==> src/rtl/ext_b_fifo.sv <==
// ext_b_fifo: circular FIFO for AXI write-response (B) beats with optional
// fall-through and a sticky error-response monitor.
//
// Optional feature macro: EXT_B_FIFO_ERR_MON_EN
//   defined     -> err_o / err_cnt_o track SLVERR/DECERR beats delivered downstream
//   not defined -> err_o = 0, err_cnt_o = 0, clr_err_i ignored
//
// Ports:
//   clk_i, rst_ni                      clock, asynchronous active-low reset
//   slave_valid_i/resp_i/id_i/user_i   upstream B beat
//   slave_ready_o                      FIFO can accept a beat (state-only, = !full_o)
//   master_valid_o/resp_o/id_o/user_o  downstream B beat
//   master_ready_i                     downstream ready
//   clr_err_i                          synchronous clear of the error monitor
//   usage_o, full_o, empty_o           occupancy
//   err_o, err_cnt_o                   sticky error flag and saturating error count
module ext_b_fifo #(
   parameter int unsigned ID_WIDTH     = 4,
   parameter int unsigned USER_WIDTH   = 6,
   parameter int unsigned DEPTH        = 4,
   parameter int unsigned FALL_THROUGH = 0,
   parameter int unsigned CNT_WIDTH    = 8
) (
   input  logic                       clk_i,
   input  logic                       rst_ni,
   input  logic                       slave_valid_i,
   input  logic [1:0]                 slave_resp_i,
   input  logic [ID_WIDTH-1:0]        slave_id_i,
   input  logic [USER_WIDTH-1:0]      slave_user_i,
   output logic                       slave_ready_o,
   output logic                       master_valid_o,
   output logic [1:0]                 master_resp_o,
   output logic [ID_WIDTH-1:0]        master_id_o,
   output logic [USER_WIDTH-1:0]      master_user_o,
   input  logic                       master_ready_i,
   input  logic                       clr_err_i,
   output logic [$clog2(DEPTH+1)-1:0] usage_o,
   output logic                       full_o,
   output logic                       empty_o,
   output logic                       err_o,
   output logic [CNT_WIDTH-1:0]       err_cnt_o
);

   localparam int unsigned PtrW   = $clog2(DEPTH);
   localparam int unsigned UsageW = $clog2(DEPTH + 1);
   localparam int unsigned EntryW = ID_WIDTH + USER_WIDTH + 2;

   logic [EntryW-1:0] mem_q [DEPTH];
   logic [PtrW-1:0]   wptr_q, rptr_q;
   logic [UsageW-1:0] usage_q, usage_d;

   logic              full, empty;
   logic              mvalid, bypass, push, pop, wr_en, rd_en;
   logic [EntryW-1:0] in_entry, out_entry;

   always_comb begin
      full      = (usage_q == UsageW'(DEPTH));
      empty     = (usage_q == '0);
      in_entry  = {slave_id_i, slave_user_i, slave_resp_i};
      out_entry = mem_q[rptr_q];
      mvalid    = !empty;
      bypass    = 1'b0;
      // Empty fall-through: present the incoming beat directly; it only skips
      // storage when it is consumed in the same cycle.
      if ((FALL_THROUGH != 0) && empty && slave_valid_i) begin
         mvalid    = 1'b1;
         out_entry = in_entry;
         bypass    = master_ready_i;
      end
      push  = slave_valid_i & !full;
      pop   = mvalid & master_ready_i;
      wr_en = push & !bypass;
      rd_en = pop & !bypass;
      unique case ({wr_en, rd_en})
         2'b10:   usage_d = usage_q + UsageW'(1);
         2'b01:   usage_d = usage_q - UsageW'(1);
         default: usage_d = usage_q;
      endcase
   end

   always_ff @(posedge clk_i or negedge rst_ni) begin
      if (!rst_ni) begin
         wptr_q  <= '0;
         rptr_q  <= '0;
         usage_q <= '0;
         // Cleared so master data reads as zero out of reset.
         for (int i = 0; i < DEPTH; i++) mem_q[i] <= '0;
      end else begin
         usage_q <= usage_d;
         if (wr_en) begin
            mem_q[wptr_q] <= in_entry;
            wptr_q        <= wptr_q + PtrW'(1);
         end
         if (rd_en) rptr_q <= rptr_q + PtrW'(1);
      end
   end

   assign slave_ready_o  = !full;
   assign master_valid_o = mvalid;
   assign master_id_o    = out_entry[EntryW-1 -: ID_WIDTH];
   assign master_user_o  = out_entry[2 +: USER_WIDTH];
   assign master_resp_o  = out_entry[1:0];
   assign usage_o        = usage_q;
   assign full_o         = full;
   assign empty_o        = empty;

`ifdef EXT_B_FIFO_ERR_MON_EN
   logic                 err_q;
   logic [CNT_WIDTH-1:0] err_cnt_q;
   logic                 err_pop;

   // resp[1] set covers both SLVERR and DECERR.
   assign err_pop = pop & out_entry[1];

   always_ff @(posedge clk_i or negedge rst_ni) begin
      if (!rst_ni) begin
         err_q     <= 1'b0;
         err_cnt_q <= '0;
      end else if (clr_err_i) begin
         // An error delivered in the clearing cycle is counted after the clear.
         err_q     <= err_pop;
         err_cnt_q <= err_pop ? CNT_WIDTH'(1) : '0;
      end else if (err_pop) begin
         err_q <= 1'b1;
         if (err_cnt_q != '1) err_cnt_q <= err_cnt_q + CNT_WIDTH'(1);
      end
   end

   assign err_o     = err_q;
   assign err_cnt_o = err_cnt_q;
`else
   logic unused_clr_err;
   assign unused_clr_err = clr_err_i;
   assign err_o          = 1'b0;
   assign err_cnt_o      = '0;
`endif

endmodule

==> config.mk <==
export PLATFORM = sky130hd
export DESIGN_NAME = ext_b_fifo
export DESIGN_NICKNAME = d
export VERILOG_FILES = /design/src/rtl/ext_b_fifo.sv
export SDC_FILE = /design/constraint.sdc
export NUM_CORES = 1
export LEC_CHECK = 0
export CELL_PAD_IN_SITES_DETAIL_PLACEMENT = 1
export CELL_PAD_IN_SITES_GLOBAL_PLACEMENT = 2
export CORE_AREA = 3 3 98 82
export DETAILED_ROUTE_END_ITERATION = 12
export DIE_AREA = 0 0 101 85
export DONT_BUFFER_PORTS = 1
export PLACE_DENSITY_LB_ADDON = 0.1
export SYNTH_ARGS = -nofsm -noshare
export SYNTH_HDL_FRONTEND = slang
export SYNTH_SLANG_ARGS = --single-unit
==> constraint.sdc <==
create_clock -name clk_i -period 2.61 [get_ports clk_i]
set_input_delay 0.261 -clock clk_i [delete_from_list [all_inputs] [get_ports clk_i]]
set_output_delay 0.261 -clock clk_i [all_outputs]
set_load 0.03 [all_outputs]
Word level (Yosys, flattened, before mapping)
Index checks and enable logic that the tools add are counted.
{"block": "word_totals", "output_inout_bits": 28, "elab_cells": 33, "inputBits": 17, "register_bits": 55}
{"block": "classes", "eq_ne": 3, "n_reduce_logical": 5, "magnitude_cmp": 3, "add_sub_neg": 4, "bitwise": 4, "mux": 7}
{"cell": "$bwmux 48", "n": 1}
{"cell": "$mux 12", "n": 3}
{"cell": "$bmux 12 s2", "n": 1}
{"cell": "$demux 12 s2", "n": 1}
{"cell": "$ge 3x3->1 const B", "n": 2}
{"cell": "$not 2->3", "n": 2}
{"cell": "$pmux 3 s2", "n": 1}
{"cell": "$add 2x1->2 const B", "n": 2}
{"cell": "$add 3x1->3 const B", "n": 1}
{"cell": "$eq 3x3->1 const B", "n": 1}
{"cell": "$logic_not 3->1", "n": 1}
{"cell": "$lt 3x1->1 const B", "n": 1}
{"cell": "$sub 3x1->3 const B", "n": 1}
{"cell": "$and 1x1->1", "n": 2}
{"cell": "$eq 2x1->1 const B", "n": 1}
{"cell": "$eq 2x2->1 const B", "n": 1}
{"cell": "$logic_not 1->1", "n": 2}
{"cell": "$reduce_bool 2->1", "n": 1}
{"cell": "$logic_and 1x1->1", "n": 1}

Longest topological paths before layout
Gate-level depths: netlist of the first run.
{"block": "depth", "depth_word": 6, "depth_mapped": 10, "mapped_depth_nobuf": 10}

Worst setup path before layout of the first run
Ideal clock, no wire load.
{"block": "synth_path", "path_kind": "reg-to-reg", "start": "register usage_q[1], in the netlist usage_o[1]", "end": "register usage_q[2], in the netlist usage_o[2]", "stages_incl_launch_ff": 11, "setup_ns": 0.081, "arrival_ns": 2.141, "slack_ns": 0.388, "path_cell_list": "dfrtp_1 inv_1 nand3_4 inv_8 nand2b_4 ha_1 inv_1 fa_1 xor2_1 nor2_1 xor2_1"}
{"block": "synth_between", "elab_chain_cells": 5}
{"item": "start, declared", "line": "50", "text": "logic [UsageW-1:0] usage_q, usage_d;"}
{"item": "start signal, assigned", "line": "89", "text": "usage_q <= usage_d;"}
{"item": "$eq 3x3->1 (*)", "line": "57", "text": "full = (usage_q == UsageW'(DEPTH));"}
{"item": "$logic_not 1->1 (*)"}
{"item": "named net slave_ready_o", "line": "30", "text": "output logic slave_ready_o,"}
{"item": "$and 1x1->1 (*)", "line": "70", "text": "push = slave_valid_i & !full;"}
{"item": "$eq 2x1->1 / $eq 2x2->1 (equally long branches)", "line": "74", "text": "unique case ({wr_en, rd_en})"}
{"item": "$pmux 3 s2 / $reduce_bool 2->1 (equally long branches)"}
The timed path passes the listed nets; every way through them passes the cells marked *.
A chain may end at the register's enable or synchronous reset.

Worst setup path after layout of the first run
{"block": "layout_path", "start": "register rptr_q[0]", "end": "output master_user_o[3]"}
{"block": "layout_between", "elab_chain_cells": 4}
{"item": "start, declared", "line": "49", "text": "logic [PtrW-1:0] wptr_q, rptr_q;"}
{"item": "start signal, assigned", "line": "94", "text": "if (rd_en) rptr_q <= rptr_q + PtrW'(1);"}
{"item": "$not 2->3 (not written as such)", "line": "60", "text": "out_entry = mem_q[rptr_q];"}
{"item": "$bmux 12 s2", "line": "60"}
{"item": "$mux 12 (not written as such) (2 in a row)", "line": "60"}
{"item": "end, declared", "line": "34", "text": "output logic [USER_WIDTH-1:0] master_user_o,"}
Every way passes these cells. The select of a mux whose other input is x is not followed.

==> results_dict.tcl, run 1 <==
set metrics [dict create \
    ctsHoldBuffers 2 \
    grtUsageTotal_pct 13.8 \
    finClkSkew_ns 0.00708 \
    cts_tree "yes" \
    grt_max_degree 56 \
    routed_wl_um 5470 \
    vias 1341 \
    route.detailed.drc 0 \
    hold_viol_final 0 \
    clk_latency_ns 0.31 \
    cts.htree.levels 2 \
    synth_top_area_share_pct 48.9 \
    start_kind "register" \
    vias_per_cell 5.10 \
    rsz0062_at_grt "no" \
    dieHeight_um 85 \
    die_width_um 101 \
    synthCells 167 \
    yosysUniqueCellTypes 24 \
    critPathKind "register to output port" \
    dp.final_hpwl_um 3650 \
    dieArea_um2 8590 \
    cts_buffer_depth 2 \
    end_kind "output port" \
    crit_slowest_cell "dfrtp_1" \
    drtPass1Iterations 3 \
    fin_nets 195 \
    cts_resized 0 \
    fmax_mhz 454 \
    path_cells "buf_4 -> mux4_2" \
    synth_top_family_by_area "multiplexers" \
    layout_commonest_cell "dfrtp_1" \
    cts-root-buf "clkbuf_8" \
    r2r_end "usage_o[2]$_DFFE_PN0P_" \
    yosysWarningCount 0 \
    cts_buffers 5 \
    core_um2 7220 \
    drv_cap 0 \
    irDropWorstVdd_mv 0.502 \
    cts.sinks 55 \
    power_leakage_nw 1.31 \
    dr.first_iter.drc_count 28 \
    tightestPinTransition_ns 0.749 \
    critPathArrivalTime_ns 1.94 \
    max-slew-margin-rel_pct 50.1 \
    synthAdderAreaFrac_pct 2.93 \
    gr-total-overflow 0 \
    period_minus_slack_ns 2.20 \
    wl_per_cell_um 20.8 \
    required_ns 2.35 \
    ant_nets 0 \
    synth_area_leaders "dfrtp_1 49%, mux2_4 21%, mux4_2 9.6%" \
    ys_ff_latch 55 \
    num_io_pins 45 \
    rrSetupSlack_ns 0.44 \
    hold_path.startpoint "slave_user_i[1]" \
    synth.avg_cell_area_um2 16.9 \
    fin_ws_ns 0.407 \
    synth-compound-area-share_pct 0.355 \
    tns_ns 0 \
    synth_seq_area_share_pct 48.9 \
    n_antenna_cell 0 \
    area_growth_pct 5.15 \
    reg2reg_depth 10 \
    slew_viol_final 0 \
    worst-path-buf-inv 1 \
    final_cells 263 \
    drive_gt1_share_pct 48.6 \
    critPathMaxFanout 8 \
    antenna_found_initial 0 \
    fillers 717 \
    gp_congestion 0.738 \
    post-place-cells 253 \
    finalCritPeriodShare_pct 84.4 \
    holdPathStages 1 \
    path_delay_family "flip-flops" \
    dp_slack_ns 0.425 \
    synth_area_um2 2820 \
    hp-class "input pin to register" \
    grt_pass1_wl_um 8890 \
    synth_mux_area_share_pct 34.9 \
    seq_area_um2 1380 \
    multi_input_area_um2 1270 \
    status "completed" \
    layout_common_cells "55 x dfrtp_1, 40 x mux2_4, 12 x mux4_2" \
    start_util_pct 39.0 \
    reg2reg_from "usage_o[1]$_DFFE_PN0P_" \
    port_buffers 0 \
    final-setup-viol-count 0 \
    grt_pass1_vias 1575 \
    yosys.area_share.simple_pct 3.78 \
    rows 28 \
    slowest_delay_ns 0.68 \
    yosysTopAreaCell "dfrtp_1" \
    whs_endpoint "mem_q[3]$_DFFE_PN0P_" \
    power.density_nw_per_um2 1460 \
    path_clk_slew_ns 0.10 \
    synth_xor_area_share_pct 1.87 \
    post_cts_buffers 0 \
]
synth_stat cells (all sizes together):
library cell / instances
o31a: 1
nand2b: 1
or3: 1
buf: 16
nor2: 5
mux2i: 1
conb: 1
xor2: 3
mux2: 49
dfrtp: 55
xnor2: 3
nand2: 5
nand3: 1
inv: 7
fa: 1
ha: 5
mux4: 12
state kept, by name, indices dropped and copies added (netlist names):
name     flops
rptr_q       2
usage_o      3
wptr_q       2
mem_q       48
routing by layer:
layer	share of wire, %	vias to the layer above	track usage [%]
met3	5.8	8	4.19
met5	0	-	0
li1	-	583	-
met1	43	721	18.0
met4	1.1	0	3.99
met2	50	29	22.4
cells by family (layout without fill, tap and decap cells):
group,after synthesis,in the layout
AO/OA/AOI/OAI,1,1
XOR/XNOR,6,6
adder cells (fa/ha/maj),6,6
buffers and inverters,23,21
flip-flops,55,55
multiplexers,62,62
other,1,9
AND/OR/NAND/NOR,13,13
area by class of cell:
class / instances / area share, %
clock buffer: 7 / 3.25
clock inverter: 1 / 0.253
inverter: 7 / 1.14
multi-input combinational: 97 / 42.8
sequential: 55 / 46.5
tap: 90 / 3.80
timing repair buffer: 6 / 2.28
power by group:
part | internal [mW] | total [mW] | switching [mW]
clock network | 0.242 | 0.511 | 0.270
registers | 1.29 | 1.63 | 0.333
logic | 1.08 | 2.20 | 1.11
through the flow:
step	total power, mW	hold slack [ns]	area (um2)	util, %
2_1_floorplan	3.54	-0.0346	2850	-
3_3_place_gp	3.74	-0.0331	2820	39.1
3_5_place_dp	3.85	-0.0328	2820	39.1
4_1_cts	4.41	0.0803	2960	41.0
5_1_grt	4.62	0.0679	2960	41.0
6_report	4.34	0.0927	2960	41.0
worst max-delay path by stage:
stage | startpoint | to | slack, ns | cells past startpoint
final | rptr_q[0]$_DFFE_PN0P_ | master_user_o[3] | 0.41 | 2
after global routing | rptr_q[0]$_DFFE_PN0P_ | master_user_o[3] | 0.26 | 2
after CTS | rptr_q[0]$_DFFE_PN0P_ | master_user_o[5] | 0.34 | 2
after detailed placement | usage_o[1]$_DFFE_PN0P_ | usage_o[2]$_DFFE_PN0P_ | 0.43 | 10
after global placement | usage_o[1]$_DFFE_PN0P_ | usage_o[2]$_DFFE_PN0P_ | 0.51 | 10
after floorplan | usage_o[1]$_DFFE_PN0P_ | usage_o[2]$_DFFE_PN0P_ | 0.39 | 10
(Power assumes the default switching activity.)
==> run 2: changes to the inputs <==
==> constraint.sdc (replaced) <==
create_clock -name clk_i -period 2.2 [get_ports clk_i]
set_input_delay 0.22 -clock clk_i [delete_from_list [all_inputs] [get_ports clk_i]]
set_output_delay 0.22 -clock clk_i [all_outputs]
set_load 0.03 [all_outputs]
==> results_dict.tcl, run 2 (synthesis gave the netlist of run 1 again) <==
set metrics [dict create \
    reg2reg_depth 10 \
    drv_cap 0 \
    critPathKind "register to register" \
    critPathMaxFanout 6 \
    port_buffers 0 \
    n_antenna_cell 0 \
    end_kind "register" \
    largest_register_ffs 48 \
    rows 28 \
    r2r_end "usage_o[2]$_DFFE_PN0P_" \
    cts.htree.levels 2 \
    irDropWorstVdd_mv 0.609 \
    routed_wl_um 5580 \
    cts_buffer_depth 2 \
    cp-endpoint "usage_o[2]$_DFFE_PN0P_" \
    cts-root-buf "clkbuf_8" \
    vias 1376 \
    tns_ns 0 \
    reg2reg_from "usage_o[0]$_DFFE_PN0P_" \
    layout_common_cells "55 x dfrtp_1, 40 x mux2_4, 12 x mux4_2" \
    wl_per_cell_um 20.8 \
    required_ns 2.43 \
    core_um2 7220 \
    grt_pass1_wl_um 9480 \
    rsz0062_at_grt "no" \
    route.detailed.drc 0 \
    dr.first_iter.drc_count 25 \
    hp-class "input pin to register" \
    cts.sinks 55 \
    path_clk_slew_ns 0.10 \
    power_leakage_nw 1.34 \
    worst-path-buf-inv 3 \
    cp_num_cells 10 \
    grtUsageTotal_pct 14.6 \
    start_util_pct 39.0 \
    crit_slowest_cell "dfrtp_1" \
    path_delay_family "adder cells" \
    final-setup-viol-count 0 \
    fin_nets 202 \
    worst_hold_slack_ns 0.0482 \
    die_width_um 101 \
    grt_max_degree 56 \
    period_minus_slack_ns 2.06 \
    finalCritPeriodShare_pct 93.8 \
    startpoint "usage_o[0]$_DFFE_PN0P_" \
    drtPass1Iterations 4 \
    num_io_pins 45 \
    clk_latency_ns 0.31 \
    cts_resized 0 \
    finClkSkew_ns 0.00985 \
    dieHeight_um 85 \
    fmax_mhz 485 \
    start_kind "register" \
    dp.final_hpwl_um 3860 \
    area_growth_pct 6.97 \
    crit_top_cell "xor2_1" \
    final_core_util_pct 41.7 \
    critPathArrivalTime_ns 2.29 \
    ant_nets 0 \
    gr-total-overflow 0 \
    post_cts_buffers 0 \
    antenna_found_initial 0 \
    drive_gt1_share_pct 50.3 \
    finalPower_mw 5.26 \
    grt_pass1_vias 1688 \
    power.density_nw_per_um2 1750 \
    slew_viol_final 0 \
    dieArea_um2 8590 \
    cts_buffers 5 \
    rrSetupSlack_ns 0.14 \
    hold_viol_final 0 \
    cts_tree "yes" \
    layout_commonest_cell "dfrtp_1" \
    path_cells "inv_2 -> nand3_4 -> inv_8 -> nand2b_4 -> ha_1 -> inv_1 -> fa_1 -> xor2_1 -> nor2_1 -> xor2_1" \
    top_register "mem_q" \
    gp_congestion 0.713 \
    status "completed" \
    vias_per_cell 5.12 \
    slowest_delay_ns 0.40 \
]
## run 2: changes by cell type in the layout (fill, tap and decap cells not counted)
cell,previous run,this run
inv_1,5,4
inv_2,1,2
clkbuf_1,0,1
clkbuf_8,7,5
clkinvlp_4,1,0
bufinv_16,0,1
buf_4,4,11
## run 2: per-layer routing
metal,vias up,global-route usage [%],part of all wire [%]
met2,32,24.7,52
met1,747,17.9,41
met5,-,0,0
li1,589,-,-
met4,0,4.35,1.2
met3,8,4.35,5.7
## run 2: worst register-to-register path: cells and delay by family, from the launching register on
kind                     cells  cell delay, ns
XOR/XNOR                     2            0.32
buffers and inverters        3            0.30
AND/OR/NAND/NOR              3            0.40
flip-flops                   1            0.40
adder cells (fa/ha/maj)      2            0.56
## run 2: repair_timing
action	in CTS	in global routing
endpoints found under the hold margin	55	0
hold buffers	2	0
endpoints found under the setup margin	0	0
## run 2: worst min-delay path by stage
stage,cells after the start,start,slack [ns],end
after floorplan,0,rst_ni,-0.08,mem_q[0]$_DFFE_PN0P_
after detailed placement,0,rst_ni,-0.07,mem_q[39]$_DFFE_PN0P_
after CTS,1,slave_id_i[2],0.04,mem_q[46]$_DFFE_PN0P_
after global routing,1,slave_user_i[3],0.03,mem_q[29]$_DFFE_PN0P_
after global placement,0,rst_ni,-0.07,usage_o[0]$_DFFE_PN0P_
final,1,slave_user_i[0],0.05,mem_q[26]$_DFFE_PN0P_
## run 2: report_power, final
part / switching [mW] / total [mW] / internal (mW)
clock network: 0.318 / 0.652 / 0.334
logic: 1.38 / 2.72 / 1.34
registers: 0.351 / 1.89 / 1.54
total: 2.05 / 5.26 / 3.21
## run 2: per-stage QoR
stage / instances / instance area [um2] / worst slack (ns)
after floorplan: 175 / 2850 / 0.00873
after global placement: 260 / 2870 / 0.251
after detailed placement: 260 / 2870 / 0.125
after CTS: 269 / 3010 / 0.109
after global routing: 269 / 3010 / 0.0384
final: 269 / 3010 / 0.137
## run 2: layout make-up
type / instances / area (um2)
fill: 713 / 4200
sequential: 55 / 1380
multi-input combinational: 97 / 1270
timing repair buffer: 13 / 120
tap: 90 / 113
clock buffer: 6 / 72.6
inverter: 7 / 33.8
clock inverter: 1 / 30.0
==> run 3: changes to the inputs <==
--- a/config.mk
+++ b/config.mk
@@ -12,6 +12,7 @@
 export DIE_AREA = 0 0 101 85
 export DONT_BUFFER_PORTS = 1
 export PLACE_DENSITY_LB_ADDON = 0.1
+export REMOVE_ABC_BUFFERS = 1
 export SYNTH_ARGS = -nofsm -noshare
 export SYNTH_HDL_FRONTEND = slang
 export SYNTH_SLANG_ARGS = --single-unit
==> results_dict.tcl, run 3 (synthesis gave the netlist of run 1 again) <==
set metrics [dict create \
    status "completed" \
    num_io_pins 45 \
    route.detailed.drc 0 \
    fillers 720 \
    antenna_found_initial 0 \
    ant_nets 0 \
    hold_viol_final 0 \
    p_int_mw 3.10 \
    drive_gt1_share_pct 50.0 \
    drtPass1Iterations 3 \
    final_core_util_pct 41.5 \
    p_comb_share_pct 53.3 \
    tns_ns 0 \
    end_kind "register" \
    dp.final_hpwl_um 3730 \
    dr.first_iter.drc_count 27 \
    finClkSkew_ns 0.00911 \
    grt_pass1_wl_um 8890 \
    cts.htree.levels 2 \
    die_width_um 101 \
    gr-total-overflow 0 \
    critPathArrivalTime_ns 2.24 \
    cts.sinks 55 \
    hp-class "input pin to register" \
    start_util_pct 39.0 \
    grt_max_degree 56 \
    period_minus_slack_ns 2.01 \
    wl_per_cell_um 20.4 \
    crit_top_cell "xor2_1" \
    final_cells 270 \
    largest_register_ffs 48 \
    fmax_mhz 497 \
    port_buffers 0 \
    dieArea_um2 8590 \
    crit_slowest_cell "dfrtp_1" \
    cts-root-buf "clkbuf_8" \
    worst-path-buf-inv 3 \
    holdPathStages 1 \
    vias 1369 \
    reg2reg_depth 10 \
    grtUsageTotal_pct 13.6 \
    fin_nets 202 \
    drv_cap 0 \
    power.density_nw_per_um2 1720 \
    start_kind "register" \
    clk_latency_ns 0.30 \
    path_delay_family "adder cells" \
    vias_per_cell 5.07 \
    required_ns 2.43 \
    power_switching_mw 2.03 \
    rsz0062_at_grt "no" \
    layout_commonest_cell "dfrtp_1" \
    dieHeight_um 85 \
    critPathKind "register to register" \
    irDropWorstVdd_mv 0.650 \
    power_leakage_nw 1.33 \
    cts_buffer_depth 2 \
    final-setup-viol-count 0 \
    core_um2 7220 \
    seqPwrFrac_pct 36.5 \
    critPathMaxFanout 6 \
    p_clk_share_pct 10.2 \
    finalCritPeriodShare_pct 91.4 \
    gp_congestion 0.723 \
    top_register "mem_q" \
    rows 28 \
    n_antenna_cell 0 \
    post-place-cells 260 \
    slowest_delay_ns 0.40 \
    cts_tree "yes" \
    swShare_pct 39.6 \
    layout_common_cells "55 x dfrtp_1, 40 x mux2_4, 12 x mux4_2" \
    slew_viol_final 0 \
    routed_wl_um 5500 \
    cp_num_cells 10 \
    worst_hold_slack_ns 0.0594 \
    grt_pass1_vias 1560 \
    area_growth_pct 6.22 \
    cts_buffers 5 \
    path_clk_slew_ns 0.10 \
    finalPower_mw 5.13 \
    path_cells "inv_2 -> nand3_4 -> inv_8 -> nand2b_4 -> ha_1 -> inv_1 -> fa_1 -> xor2_1 -> nor2_1 -> xor2_1" \
]
==> run 3: final timing paths <==
| kind | start | endpoint | slack [ns] |
|---|---|---|---|
| setup / recovery | usage_o[1]$_DFFE_PN0P_ | usage_o[2]$_DFFE_PN0P_ | 0.19 |
| hold reg to reg | mem_q[7]$_DFFE_PN0P_ | mem_q[7]$_DFFE_PN0P_ | 0.51 |
| setup reg to reg | usage_o[1]$_DFFE_PN0P_ | usage_o[2]$_DFFE_PN0P_ | 0.19 |
| max in group asynchronous | rst_ni | mem_q[6]$_DFFE_PN0P_ | 1.52 |
| min in group asynchronous | rst_ni | mem_q[37]$_DFFE_PN0P_ | 0.44 |
| hold / removal | slave_id_i[2] | mem_q[10]$_DFFE_PN0P_ | 0.06 |
==> run 3: per-stage QoR <==
step / worst slack [ns] / cell area (um2)
2_1_floorplan: -0.0220 / 2680
3_3_place_gp: 0.199 / 2870
3_5_place_dp: 0.126 / 2870
4_1_cts: 0.0903 / 2990
5_1_grt: 0.0394 / 2990
6_report: 0.190 / 2990
==> run 3: power by group through the flow <==
stage / logic [mW] / registers, mW / clock network, mW
6_report: 2.74 / 1.87 / 0.525
5_1_grt: 2.91 / 1.95 / 0.604
4_1_cts: 2.79 / 1.88 / 0.553
3_5_place_dp: 2.74 / 1.90 / 0
3_3_place_gp: 2.66 / 1.84 / 0
2_1_floorplan: 2.16 / 1.90 / 0
==> run 3: worst register-to-register path, cell delays in order (launching register included) <==
cell and delay, ns:
dfrtp_1 0.40, inv_2 0.10, nand3_4 0.10, inv_8 0.14, nand2b_4 0.16, ha_1 0.19
inv_1 0.06, fa_1 0.37, xor2_1 0.15, nor2_1 0.11, xor2_1 0.16
==> run 3: cell type report <==
| type | instances | area (um2) | area share [%] |
|---|---|---|---|
| clock buffers | 7 | 76.3 | 2.55 |
| flip-flops and latches | 55 | 1380 | 46.0 |
| multi-input cells | 97 | 1270 | 42.4 |
| repair buffers | 13 | 120 | 4.02 |
| clock inverters | 1 | 5.00 | 0.167 |
| inverters | 7 | 33.8 | 1.13 |
| well taps | 90 | 113 | 3.76 |
==> run 3: repair_timing <==
item,CTS,global route
setup endpoints to repair,0,1
hold endpoints to repair,55,0
hold buffers,2,0
gates resized for setup,0,1
buffers inserted,0,0
==> run 3: routing by layer <==
metal | share of wire [%] | global-route usage (%) | wire length, um | up-vias
met5 | 0 | 0 | 0 | -
met4 | 0.93 | 2.66 | 51 | 0
met3 | 5.5 | 3.94 | 300 | 4
met2 | 52 | 23.7 | 2870 | 33
met1 | 41 | 16.8 | 2280 | 744
li1 | - | - | - | 588
